**config.mk**
```make
export PLATFORM = sky130hd
export DESIGN_NAME = pad_tx_arbiter
export DESIGN_NICKNAME = d
export VERILOG_FILES = /design/src/rtl/pad_tx_arbiter.sv
export SDC_FILE = /design/constraint.sdc
export NUM_CORES = 1
export LEC_CHECK = 0
export ABC_CLOCK_PERIOD_IN_PS = 2300
export BUFFER_PORTS_ARGS = -buffer_cell sky130_fd_sc_hd__buf_2
export CAP_MARGIN = 20
export CORE_UTILIZATION = 42
export CTS_CLUSTER_SIZE = 24
export DETAILED_ROUTE_END_ITERATION = 8
export PLACE_DENSITY_LB_ADDON = 0.2
export SYNTH_ARGS = -nofsm -noshare
export SYNTH_HDL_FRONTEND = slang
export SYNTH_SLANG_ARGS = --single-unit
export TNS_END_PERCENT = 5
```
**constraint.sdc**
```tcl
create_clock -name clk -period 2.3 [get_ports clk]
set_input_delay 0.46 -clock clk [delete_from_list [all_inputs] [get_ports clk]]
set_output_delay 0.46 -clock clk [all_outputs]
set_load 0.005 [all_outputs]
```
**src/rtl/pad_tx_arbiter.sv**
```systemverilog
// pad_tx_arbiter: round-robin arbiter that serialises one framed word per
// grant onto a narrow bank of slow output pads. Frame = one header beat
// carrying the requester ID, then DATA_W/PAD_W data beats, MSB first. Each
// beat is held HOLD cycles with a strobe in its second half.
module pad_tx_arbiter #(
  parameter int NUM_REQ = 4,
  parameter int DATA_W  = 32,
  parameter int PAD_W   = 4,
  parameter int HOLD    = 4
) (
  input  logic                      clk,
  input  logic                      rst_n,
  input  logic                      en,
  input  logic [NUM_REQ-1:0]        req_valid,
  input  logic [NUM_REQ*DATA_W-1:0] req_data,
  output logic [NUM_REQ-1:0]        req_ready,
  output logic [PAD_W-1:0]          pad_data,
  output logic                      pad_strobe,
  output logic                      pad_frame,
  output logic                      busy
);

  localparam int ID_W   = (NUM_REQ > 1) ? $clog2(NUM_REQ) : 1;
  localparam int NBEATS = DATA_W / PAD_W;
  localparam int BEAT_W = (NBEATS > 1) ? $clog2(NBEATS) : 1;
  localparam int HOLD_W = (HOLD > 1) ? $clog2(HOLD) : 1;

  localparam logic [HOLD_W-1:0] HOLD_LAST = HOLD_W'(HOLD - 1);
  localparam logic [HOLD_W-1:0] HOLD_HALF = HOLD_W'(HOLD / 2);
  localparam logic [BEAT_W-1:0] BEAT_LAST = BEAT_W'(NBEATS - 1);
  localparam logic [ID_W-1:0]   ID_LAST   = ID_W'(NUM_REQ - 1);

  typedef enum logic [1:0] {IDLE, HDR, DATA, GAP} state_t;

  state_t              state_q,  state_d;
  logic [ID_W-1:0]     ptr_q,    ptr_d;
  logic [ID_W-1:0]     id_q,     id_d;
  logic [DATA_W-1:0]   shift_q,  shift_d;
  logic [BEAT_W-1:0]   beat_q,   beat_d;
  logic [HOLD_W-1:0]   hold_q,   hold_d;
  logic [PAD_W-1:0]    pad_data_q,   pad_data_d;
  logic                pad_strobe_q, pad_strobe_d;
  logic                pad_frame_q,  pad_frame_d;
  logic                busy_q,       busy_d;

  logic [2*NUM_REQ-1:0] valid_dbl;
  logic [NUM_REQ-1:0]   valid_rot;
  logic                 grant_vld;
  logic [ID_W-1:0]      grant_id;
  logic                 start;
  logic [DATA_W-1:0]    win_data;

  // Round-robin search: rotate valids so the pointer sits at bit 0, take the
  // first set bit, then map the offset back to an absolute requester index.
  always_comb begin
    logic [ID_W:0] sum;
    valid_dbl = {req_valid, req_valid};
    valid_rot = NUM_REQ'(valid_dbl >> ptr_q);
    grant_vld = 1'b0;
    grant_id  = '0;
    sum       = '0;
    for (int k = 0; k < NUM_REQ; k++) begin
      if (!grant_vld && valid_rot[k]) begin
        grant_vld = 1'b1;
        sum = {1'b0, ptr_q} + (ID_W+1)'(k);
        if (sum >= (ID_W+1)'(NUM_REQ)) sum = sum - (ID_W+1)'(NUM_REQ);
        grant_id = sum[ID_W-1:0];
      end
    end
  end

  assign start = (state_q == IDLE) && en && grant_vld;

  // One-hot accept pulse and mux of the winner's word
  always_comb begin
    req_ready = '0;
    win_data  = '0;
    for (int i = 0; i < NUM_REQ; i++) begin
      if (grant_id == ID_W'(i)) begin
        req_ready[i] = start;
        win_data     = req_data[i*DATA_W +: DATA_W];
      end
    end
  end

  // Frame sequencing: next state, counters, capture and pointer update
  always_comb begin
    state_d = state_q;
    ptr_d   = ptr_q;
    id_d    = id_q;
    shift_d = shift_q;
    beat_d  = beat_q;
    hold_d  = hold_q;
    case (state_q)
      IDLE: begin
        if (start) begin
          state_d = HDR;
          id_d    = grant_id;
          shift_d = win_data;
          beat_d  = '0;
          hold_d  = '0;
          ptr_d   = (grant_id == ID_LAST) ? '0 : grant_id + ID_W'(1);
        end
      end
      HDR: begin
        if (hold_q == HOLD_LAST) begin
          state_d = DATA;
          hold_d  = '0;
        end else begin
          hold_d  = hold_q + HOLD_W'(1);
        end
      end
      DATA: begin
        if (hold_q == HOLD_LAST) begin
          hold_d = '0;
          if (beat_q == BEAT_LAST) begin
            state_d = GAP;
            beat_d  = '0;
            shift_d = '0;
          end else begin
            beat_d  = beat_q + BEAT_W'(1);
            shift_d = shift_q << PAD_W;
          end
        end else begin
          hold_d = hold_q + HOLD_W'(1);
        end
      end
      GAP:     state_d = IDLE;
      default: state_d = IDLE;
    endcase
  end

  // Pad values for the next cycle, derived from next-state values so the
  // pads come straight from flops yet line up with the state they describe
  always_comb begin
    pad_frame_d  = (state_d == HDR) || (state_d == DATA);
    pad_strobe_d = pad_frame_d && (hold_d >= HOLD_HALF);
    pad_data_d   = '0;
    if (state_d == HDR)       pad_data_d = PAD_W'(id_d);
    else if (state_d == DATA) pad_data_d = shift_d[DATA_W-1 -: PAD_W];
    busy_d       = (state_d != IDLE);
  end

  // State and output registers; reset aborts any frame in flight
  always_ff @(posedge clk or negedge rst_n) begin
    if (!rst_n) begin
      state_q      <= IDLE;
      ptr_q        <= '0;
      id_q         <= '0;
      shift_q      <= '0;
      beat_q       <= '0;
      hold_q       <= '0;
      pad_data_q   <= '0;
      pad_strobe_q <= 1'b0;
      pad_frame_q  <= 1'b0;
      busy_q       <= 1'b0;
    end else begin
      state_q      <= state_d;
      ptr_q        <= ptr_d;
      id_q         <= id_d;
      shift_q      <= shift_d;
      beat_q       <= beat_d;
      hold_q       <= hold_d;
      pad_data_q   <= pad_data_d;
      pad_strobe_q <= pad_strobe_d;
      pad_frame_q  <= pad_frame_d;
      busy_q       <= busy_d;
    end
  end

  assign pad_data   = pad_data_q;
  assign pad_strobe = pad_strobe_q;
  assign pad_frame  = pad_frame_q;
  assign busy       = busy_q;

endmodule

```
==> results.sh, run 1 <==
export IMPL_status="complete, but fails checks"
export IMPL_violations="setup timing"
export IMPL_final_cell_mix="buf_2 (145), dfrtp_1 (50), nand2_1 (36)"
export IMPL_num_rows=31
export IMPL_cts_buffer_depth=2
export IMPL_fin_util=0.641
export IMPL_startpoint_type="flip-flop"
export IMPL_detail_route_wl_per_cell_um=16.6
export IMPL_async_reset_ff_frac=1.00
export IMPL_drv_cap=0
export IMPL_avgSynthCellArea_um2=8.65
export IMPL_syn_to_final_growth_pct=44.4
export IMPL_p_leak_nw=2.25
export IMPL_syn_nets=531
export IMPL_seq_area_frac_synth=0.379
export IMPL_io_buffers=145
export IMPL_relSlewSlack=0.534
export IMPL_swShare=0.411
export IMPL_first_iter_violations=204
export IMPL_finClkSkew_ns=0.00741
export IMPL_routed_wl_mm=10.7
export IMPL_ys_warn_count=0
export IMPL_io_pins=146
export IMPL_drv_slew=0
export IMPL_grt_pass1_vias=3582
export IMPL_finalNonFillerCells=646
export IMPL_use_met3=0.0480
export IMPL_cts_tree="built"
export IMPL_p_per_area_nw_per_um2=1220
export IMPL_cp_cell_sequence="mux2i_1 -> nor2_1 -> nor2_2 -> buf_4 -> nand3_4 -> ha_4 -> nor2b_4 -> buf_6 -> buf_4 -> a221o_1 -> a21oi_2 -> o221ai_1"
export IMPL_finalNetCount=695
export IMPL_p_int_w=0.00343
export IMPL_grt_pass1_wl_mm=16.5
export IMPL_max_freq_mhz=406
export IMPL_tightest_slew_ns=0.699
export IMPL_crit_type="reg -> reg"
export IMPL_viasPerCell=5.72
export IMPL_vias=3695
export IMPL_place_hpwl_mm=7.72
export IMPL_drc=0
export IMPL_synth_seq_cells=50
export IMPL_worstPathRequired_ns=2.48
export IMPL_synth_flop_cell="dfrtp_1"
export IMPL_worstSetupEndpointType="flip-flop"
export IMPL_post_route_period_util=1.07
export IMPL_core_area_um2=7450
export IMPL_min_path_type="in -> async"
export IMPL_switchingPower_w=0.00239
export IMPL_layout_setup_ws_ns=-0.162
export IMPL_n_fill_cell=661
export IMPL_cts_htree_levels=2
export IMPL_gr_max_usage_layer="met2"
export IMPL_clkPwrFrac=0.131
export IMPL_synth_edff_count=0
export IMPL_gp_congestion=0.858
export IMPL_syn_area_um2=3310
export IMPL_antenna_found_initial=0
export IMPL_p_comb_frac=0.610
export IMPL_peakVddDrop_v=0.000596
export IMPL_synthDistinctLibCells=48
export IMPL_dieArea_um2=8230
export IMPL_cts_buffers=5
export IMPL_crit_slowest_cell="dfrtp_1"
export IMPL_period_needed_ns=2.46
export IMPL_fp_dieH_um=90.7
export IMPL_grt_max_degree=59
export IMPL_postSynthCellCount=382
export IMPL_critPathMaxStageDelay_ns=0.44
export IMPL_cts_sinks=50
export IMPL_grt_setup_unrepaired="yes"
export IMPL_drtAntennaViolNets=0
export IMPL_first_pass_iters=4
export IMPL_crit_arrival_ns=2.64
export IMPL_grt_use_total=0.254
export IMPL_initial_core_util=0.444
export IMPL_fp_dieW_um=90.7
export IMPL_seqPwrFrac=0.259
export IMPL_finalSetupViolations=29
export IMPL_place_inst=630
export IMPL_clock_latency_ns=0.31
export IMPL_drive_gt1_frac=0.424
export IMPL_crit_top_cell="buf_4"
export IMPL_grt_overflow=0
export IMPL_crit_path_max_fanout=6
export IMPL_mostFrequentLayoutCell="buf_2"
export IMPL_clk_pin_slew_ns=0.09
export IMPL_n_antenna_cell=0
export IMPL_root_buffer="clkbuf_8"
export IMPL_grtUsageMet1=0.313
export IMPL_hold_viol_final=0
export IMPL_use_met2=0.436
-- registers in the layout, summed over array words and instances, names as in the netlist --
| name | cells |
|---|---|
| beat_q | 3 |
| busy | 1 |
| hold_q | 2 |
| id_q | 2 |
| pad_data | 4 |
| pad_frame | 1 |
| pad_strobe | 1 |
| ptr_q | 2 |
| shift_q | 32 |
| state_q | 2 |
-- synthesized netlist by cell type (3+ instances only) --
cell type / instances / area (µm²)
a21oi_1: 9 / 45.0
ha_1: 14 / 175
nand3b_1: 3 / 22.5
or3_1: 27 / 169
o21ai_0: 7 / 35.0
buf_2: 11 / 55.1
nand2b_1: 5 / 31.3
a31oi_1: 26 / 163
and3_1: 4 / 25.0
o22ai_1: 30 / 188
nor2b_1: 7 / 43.8
inv_1: 23 / 86.3
nor2_1: 31 / 116
o31a_1: 3 / 26.3
nand2_1: 37 / 139
buf_6: 3 / 33.8
o21ai_1: 3 / 15.0
a221o_1: 6 / 60.1
nand3_1: 4 / 20.0
a32oi_1: 4 / 35.0
a22oi_1: 4 / 30.0
a221oi_1: 26 / 228
dfrtp_1: 50 / 1250
clkbuf_1: 15 / 56.3
-- power groups by stage --
| stage | sequential, W | clock, W | combinational, W |
|---|---|---|---|
| after floorplan | 0.00146 | 0 | 0.00226 |
| after global placement | 0.00150 | 0 | 0.00304 |
| after detailed placement | 0.00152 | 0 | 0.00312 |
| after CTS | 0.00150 | 0.000766 | 0.00324 |
| after global routing | 0.00155 | 0.000801 | 0.00392 |
| final | 0.00151 | 0.000762 | 0.00355 |
-- area by class of cell --
type / instances / area, µm² / share of cell area
sequential: 50 / 1250 / 0.262
inverter: 24 / 95.1 / 0.0199
timing repair buffer: 189 / 1170 / 0.245
tap: 99 / 124 / 0.0260
clock inverter: 2 / 60.1 / 0.0126
multi-input combinational: 276 / 1990 / 0.417
clock buffer: 6 / 82.6 / 0.0173
-- worst paths after layout --
path                                    from           to  slack [ns]  cells after the start
worst max-delay path                ptr_q[1]  pad_data[0]       -0.16                     12
worst min-delay path                   rst_n    pad_frame        0.18                      1
min in group clk                req_data[98]   shift_q[2]        0.45                      3
max in group asynchronous              rst_n  shift_q[26]        1.47                      2
worst min register to register   shift_q[29]  shift_q[29]        0.53                      2
worst max register to register      ptr_q[1]  pad_data[0]       -0.16                     12
-- through the flow --
step                      hold WS (ns)  cell area (µm²)  worst slack (ns)  total power, W  setup TNS [ns]
final                            0.184             4770            -0.162         0.00582           -1.60
after CTS                        0.202             4580           -0.0798         0.00550          -0.250
after global placement           0.505             4360            -0.288         0.00454           -8.28
after detailed placement         0.510             4360            -0.320         0.00464           -9.96
after floorplan                  0.164             3380            -0.123         0.00372           -3.54
after global routing             0.225             4770            -0.288         0.00627           -7.30
-- routing by layer --
| layer | vias to the layer above | share of wire |
|---|---|---|
| met5 | - | 0 |
| met4 | 0 | 0.015 |
| met3 | 15 | 0.055 |
| met2 | 139 | 0.52 |
| met1 | 1773 | 0.41 |
| li1 | 1768 | - |
-- timing repair --
| item | 4_1_cts | 5_1_grt |
|---|---|---|
| gates cloned | 0 | 3 |
| hold endpoints to repair | 0 | 0 |
| hold buffers | 0 | 0 |
| setup endpoints to repair | 37 | 40 |
| resized for setup | 16 | 23 |
| pin swaps | 21 | 34 |
| buffers inserted | 2 | 4 |
-- kinds of logic (layout without fill, tap and decap cells) --
| kind of cell | after synthesis | after routing | share of synthesized area |
|---|---|---|---|
| mux | 1 | 1 | 0.00303 |
| fa+ha+maj | 14 | 14 | 0.0530 |
| buf+inv | 56 | 221 | 0.0772 |
| compound gates | 135 | 135 | 0.301 |
| simple gates | 126 | 126 | 0.187 |
| flops | 50 | 50 | 0.379 |
-- critical path: cells and delay by family (launching register included) --
kind / cells / cell delay, ns
flip-flops: 1 / 0.44
buffers and inverters: 3 / 0.41
AND/OR/NAND/NOR: 4 / 0.44
multiplexers: 1 / 0.27
AO/OA/AOI/OAI: 3 / 0.59
adder cells (fa/ha/maj): 1 / 0.18
Note: power is estimated with default switching activity, not from simulation.
==> run 2, diff against run 1 <==
Settings changed: SKIP_LAST_GASP from default to 1.
==> run 2 against run 1 <==
Net effect:
- cell count decreased by 0.31%
- power down 1.8%
- fmax up 0.39%
- critical path type is now reg -> out
- the flow still finishes with violations (setup timing)
==> results.sh, run 2 (synthesis gave the netlist of run 1 again) <==
export IMPL_status="complete, but fails checks"
export IMPL_violations="setup timing"
export IMPL_rrSetupSlack_ns=-0.12
export IMPL_drive_gt1_frac=0.406
export IMPL_core_area_um2=7450
export IMPL_drc=0
export IMPL_final_cell_mix="buf_2 (144), dfrtp_1 (50), nand2_1 (36)"
export IMPL_regMostFlops="shift_q"
export IMPL_cts_sinks=50
export IMPL_finalSetupViolations=39
export IMPL_crit_top_cell="buf_6"
export IMPL_hold_viol_final=0
export IMPL_cts_tree="built"
export IMPL_mostFrequentLayoutCell="buf_2"
export IMPL_relSlewSlack=0.531
export IMPL_crit_arrival_ns=1.99
export IMPL_first_iter_violations=226
export IMPL_switchingPower_w=0.00234
export IMPL_n_antenna_cell=0
export IMPL_tightest_slew_ns=0.704
export IMPL_drv_slew=0
export IMPL_max_freq_mhz=408
export IMPL_root_buffer="clkbuf_8"
export IMPL_cp_cell_sequence="mux2i_1 -> nor2_1 -> nor2_2 -> buf_6 -> nand3_4 -> ha_4 -> buf_4 -> and3_4 -> buf_6"
export IMPL_detail_route_wl_per_cell_um=16.6
export IMPL_r2r_end="shift_q[28]"
export IMPL_min_path_type="in -> async"
export IMPL_grt_use_total=0.253
export IMPL_viasPerCell=5.74
export IMPL_pre_cts_slack_ns=-0.320
export IMPL_swShare=0.410
export IMPL_io_buffers=145
export IMPL_grt_pass1_wl_mm=16.5
export IMPL_drv_cap=0
export IMPL_clkPwrFrac=0.133
export IMPL_largest_reg_flops=32
export IMPL_worstPathRequired_ns=1.84
export IMPL_io_pins=146
export IMPL_seqPwrFrac=0.263
export IMPL_cts_buffers=5
export IMPL_syn_to_final_growth_pct=42.5
export IMPL_peakVddDrop_v=0.000562
export IMPL_dieArea_um2=8230
export IMPL_layout_setup_ws_ns=-0.152
export IMPL_fp_dieH_um=90.7
export IMPL_grt_pass1_vias=3578
export IMPL_clk_pin_slew_ns=0.09
export IMPL_num_rows=31
export IMPL_finClkSkew_ns=0.00734
export IMPL_place_hpwl_mm=7.72
export IMPL_grt_setup_unrepaired="yes"
export IMPL_critPathBufInv=3
export IMPL_finalSetupTns_ns=-2.75
export IMPL_p_comb_frac=0.603
export IMPL_clock_latency_ns=0.31
export IMPL_first_pass_iters=4
export IMPL_p_per_area_nw_per_um2=1210
export IMPL_startpoint_type="flip-flop"
export IMPL_cts_htree_levels=2
export IMPL_antenna_found_initial=0
export IMPL_initial_core_util=0.444
export IMPL_period_needed_ns=2.45
export IMPL_path_delay_family="simple AND/OR/NAND/NOR gates"
export IMPL_crit_slowest_cell="dfrtp_1"
export IMPL_grt_max_degree=59
export IMPL_multi_input_area_um2=1940
export IMPL_vias=3699
export IMPL_finalNetCount=693
export IMPL_gp_congestion=0.858
export IMPL_cts_buffer_depth=2
export IMPL_routed_wl_mm=10.7
export IMPL_fp_dieW_um=90.7
export IMPL_p_int_w=0.00338
export IMPL_critPathMaxStageDelay_ns=0.44
export IMPL_n_fill_cell=663
export IMPL_grt_overflow=0
export IMPL_crit_path_max_fanout=4
export IMPL_worstSetupEndpointType="output port"
export IMPL_p_leak_nw=2.22
export IMPL_worst_r2r_cell_count=10
export IMPL_drtAntennaViolNets=0
export IMPL_post_route_period_util=1.07
export IMPL_crit_type="reg -> out"
export IMPL_r2r_start="ptr_q[1]"
export IMPL_seq_area_um2=1250
-- run 2: cell count changes in the layout (fill, tap and decap cells not counted), sizes merged --
cell / delta
buf: -2
-- run 2: worst max path at each step --
stage / from / to / slack [ns] / cells past startpoint
2_1_floorplan: req_valid[0] / pad_data[0] / -0.12 / 9
3_3_place_gp: req_valid[0] / shift_q[26] / -0.29 / 11
3_5_place_dp: req_valid[0] / shift_q[26] / -0.32 / 11
4_1_cts: ptr_q[1] / req_ready[2] / -0.09 / 9
5_1_grt: ptr_q[1] / req_ready[0] / -0.28 / 9
6_report: ptr_q[1] / req_ready[0] / -0.15 / 9
-- run 2: per-stage QoR --
stage	cell area, µm²	utilization	power (W)	instances	hold WS, ns
detailed placement	4360	0.585	0.00464	630	0.510
finish	4710	0.632	0.00572	644	0.186
global route	4710	0.632	0.00618	644	0.220
global placement	4360	0.585	0.00454	630	0.505
floorplan	3380	-	0.00372	382	0.164
CTS	4560	0.613	0.00548	639	0.202
-- run 2: layout make-up --
cell class	instances	area share
multi-input cells	276	0.412
flip-flops and latches	50	0.266
repair buffers	187	0.246
well taps	99	0.0263
inverters	24	0.0194
clock buffers	6	0.0175
clock inverters	2	0.0128
-- run 2: repair_timing --
action                                  CTS  global route
cloned                                    0             3
endpoints found under the setup margin   37            40
pin swaps                                 6            13
setup buffers                             2             2
hold buffers                              0             0
gates resized for setup                  12            14
-- run 2: routing by layer --
metal | global-route usage | vias to the layer above | wire (µm)
li1 | - | 1761 | -
met1 | 0.311 | 1786 | 4390
met2 | 0.436 | 132 | 5520
met3 | 0.0497 | 20 | 584
met4 | 0.0981 | 0 | 210
met5 | 0 | - | 0
-- run 2: power by group through the flow --
stage / combinational [W] / clock, W / sequential, W
after floorplan: 0.00226 / 0 / 0.00146
final: 0.00345 / 0.000761 / 0.00151
after global routing: 0.00383 / 0.000802 / 0.00155
after global placement: 0.00304 / 0 / 0.00150
after detailed placement: 0.00312 / 0 / 0.00152
after CTS: 0.00321 / 0.000766 / 0.00150
-- run 2: worst reg2reg max path, delay by kind of cell, from the launching register on --
family,cells,cell delay (ns)
DFF,1,0.44
and+or+nand+nor,4,0.67
muxes,1,0.27
buffers and inverters,1,0.13
AOI/OAI and AO/OA,3,0.59
adders and majority gates,1,0.20
==> run 3, diff against run 2 <==
Settings changed: CORE_UTILIZATION 42 to 35.
==> run 3 against run 2 <==
Net effect:
- the run still ends with setup timing left
- first-iteration DRC count is 29% lower
- cell count rose by 4.7%
- flip-flop and latch count did not move
- clock power down 0.5%
- global-route usage fell by 2.6 points
- worst hold slack worse by 0.12 ns
- highest routed layer unchanged
==> results.sh, run 3 (synthesis gave the netlist of run 1 again) <==
export IMPL_status="complete, but fails checks"
export IMPL_violations="setup timing"
export IMPL_grt_setup_unrepaired="yes"
export IMPL_dpl_instance_area_um2=4410
export IMPL_cts_sinks=50
export IMPL_finClkSkew_ns=0.0138
export IMPL_place_inst=647
export IMPL_cts_htree_levels=2
export IMPL_post_route_period_util=1.08
export IMPL_gr_max_usage_layer="met2"
export IMPL_min_path_type="in -> async"
export IMPL_io_buffers=145
export IMPL_worstPathRequired_ns=2.48
export IMPL_first_pass_iters=4
export IMPL_worstSetupEndpointType="flip-flop"
export IMPL_p_per_area_nw_per_um2=1220
export IMPL_drv_slew=0
export IMPL_fp_dieH_um=99.2
export IMPL_viasPerCell=5.52
export IMPL_root_buffer="clkbuf_8"
export IMPL_relSlewSlack=0.715
export IMPL_max_freq_mhz=401
export IMPL_grt_pass1_vias=3667
export IMPL_drive_gt1_frac=0.425
export IMPL_period_needed_ns=2.49
export IMPL_tightest_slew_ns=0.426
export IMPL_layout_setup_ws_ns=-0.195
export IMPL_postLayoutCellArea_um2=4840
export IMPL_core_area_um2=9200
export IMPL_syn_to_final_growth_pct=46.4
export IMPL_mostFrequentLayoutCell="buf_2"
export IMPL_cts_buffers=5
export IMPL_vias=3723
export IMPL_io_pins=146
export IMPL_grt_pass1_wl_mm=17.7
export IMPL_cts_hold_buffers=0
export IMPL_clock_latency_ns=0.31
export IMPL_clk_pin_slew_ns=0.11
export IMPL_crit_slowest_cell="dfrtp_1"
export IMPL_hold_viol_final=0
export IMPL_drv_cap=0
export IMPL_n_antenna_cell=0
export IMPL_first_iter_violations=160
export IMPL_gp_congestion=0.803
export IMPL_fp_dieW_um=99.2
export IMPL_finalSetupViolations=40
export IMPL_initial_core_util=0.359
export IMPL_grt_use_total=0.227
export IMPL_finalNonFillerCells=674
export IMPL_peakVddDrop_v=0.000503
export IMPL_detail_route_wl_per_cell_um=16.8
export IMPL_n_fill_cell=862
export IMPL_startpoint_type="flip-flop"
export IMPL_use_met3=0.0260
export IMPL_crit_arrival_ns=2.67
export IMPL_largest_reg_flops=32
export IMPL_num_rows=35
export IMPL_antenna_found_initial=0
export IMPL_use_met2=0.387
export IMPL_crit_type="reg -> reg"
export IMPL_cts_buffer_depth=2
export IMPL_crit_path_max_fanout=13
export IMPL_regMostFlops="shift_q"
export IMPL_drtAntennaViolNets=0
export IMPL_cts_tree="built"
export IMPL_grtUsageMet1=0.301
export IMPL_dieArea_um2=9840
export IMPL_routed_wl_mm=11.3
export IMPL_p_leak_nw=2.30
export IMPL_drc=0
export IMPL_place_hpwl_mm=8.07
export IMPL_final_cell_mix="buf_2 (144), dfrtp_1 (50), buf_4 (45)"
export IMPL_grt_max_degree=59
export IMPL_fin_util=0.526
export IMPL_cp_cell_sequence="mux2i_2 -> nor2_1 -> nor2_1 -> buf_4 -> nand3_4 -> ha_4 -> buf_4 -> or2_4 -> a221oi_1 -> o31a_1 -> o221ai_1"
export IMPL_critPathMaxStageDelay_ns=0.44
export IMPL_finalNetCount=711
export IMPL_grt_overflow=0
run 3: worst paths after layout:
path / from / to / depth (start not counted) / slack, ns
worst min register to register: shift_q[29] / shift_q[29] / 2 / 0.54
max in group asynchronous: rst_n / shift_q[27] / 2 / 1.61
min in group clk: req_data[97] / shift_q[1] / 3 / 0.47
worst max register to register: ptr_q[1] / pad_data[1] / 11 / -0.19
worst min-delay path: rst_n / shift_q[9] / 1 / 0.06
worst max-delay path: ptr_q[1] / pad_data[1] / 11 / -0.19
run 3: worst max-delay path, delay by kind of cell, from the launching register on:
family / cells / cell delay (ns)
buffers and inverters: 2 / 0.29
multiplexers: 1 / 0.27
adder cells (fa/ha/maj): 1 / 0.19
flip-flops: 1 / 0.44
AND/OR/NAND/NOR: 4 / 0.59
AO/OA/AOI/OAI: 3 / 0.58
run 3: cell type report:
class | count | area (µm²) | share of cell area
Clock buffer | 5 | 68.8 | 0.0142
Clock inverter | 3 | 68.8 | 0.0142
Inverter | 24 | 95.1 | 0.0196
Multi-Input combinational cell | 277 | 1940 | 0.401
Sequential cell | 50 | 1250 | 0.258
Tap cell | 111 | 139 | 0.0287
Timing Repair Buffer | 204 | 1280 | 0.264
run 3: repair_timing:
action | 4_1_cts | 5_1_grt
setup endpoints to repair | 40 | 40
setup buffers | 14 | 2
resized for setup | 23 | 8
cloned | 1 | 2
pin swaps | 9 | 1
run 3: routing by layer:
metal	wire length, µm	part of all wire
met1	5060	0.45
met2	5460	0.48
met3	477	0.042
met4	317	0.028
met5	0	0
run 3: per-stage QoR:
| stage | setup WS [ns] | power (W) | TNS, ns | hold slack, ns |
|---|---|---|---|---|
| 3_5_place_dp | -0.421 | 0.00473 | -12.45 | 0.411 |
| 2_1_floorplan | -0.123 | 0.00372 | -3.54 | 0.164 |
| 3_3_place_gp | -0.297 | 0.00465 | -9.40 | 0.410 |
| 6_report | -0.195 | 0.00592 | -4.93 | 0.0636 |
| 5_1_grt | -0.319 | 0.00639 | -10.20 | 0.0845 |
| 4_1_cts | -0.147 | 0.00577 | -3.90 | 0.0688 |
run 3: power breakdown:
| group | total (W) | switching (W) | leakage (nW) | internal, W |
|---|---|---|---|---|
| registers | 0.00151 | 0.000232 | 0.625 | 0.00128 |
| logic | 0.00365 | 0.00188 | 1.61 | 0.00177 |
| clock network | 0.000757 | 0.000321 | 0.0683 | 0.000436 |
| total | 0.00592 | 0.00243 | 2.30 | 0.00348 |
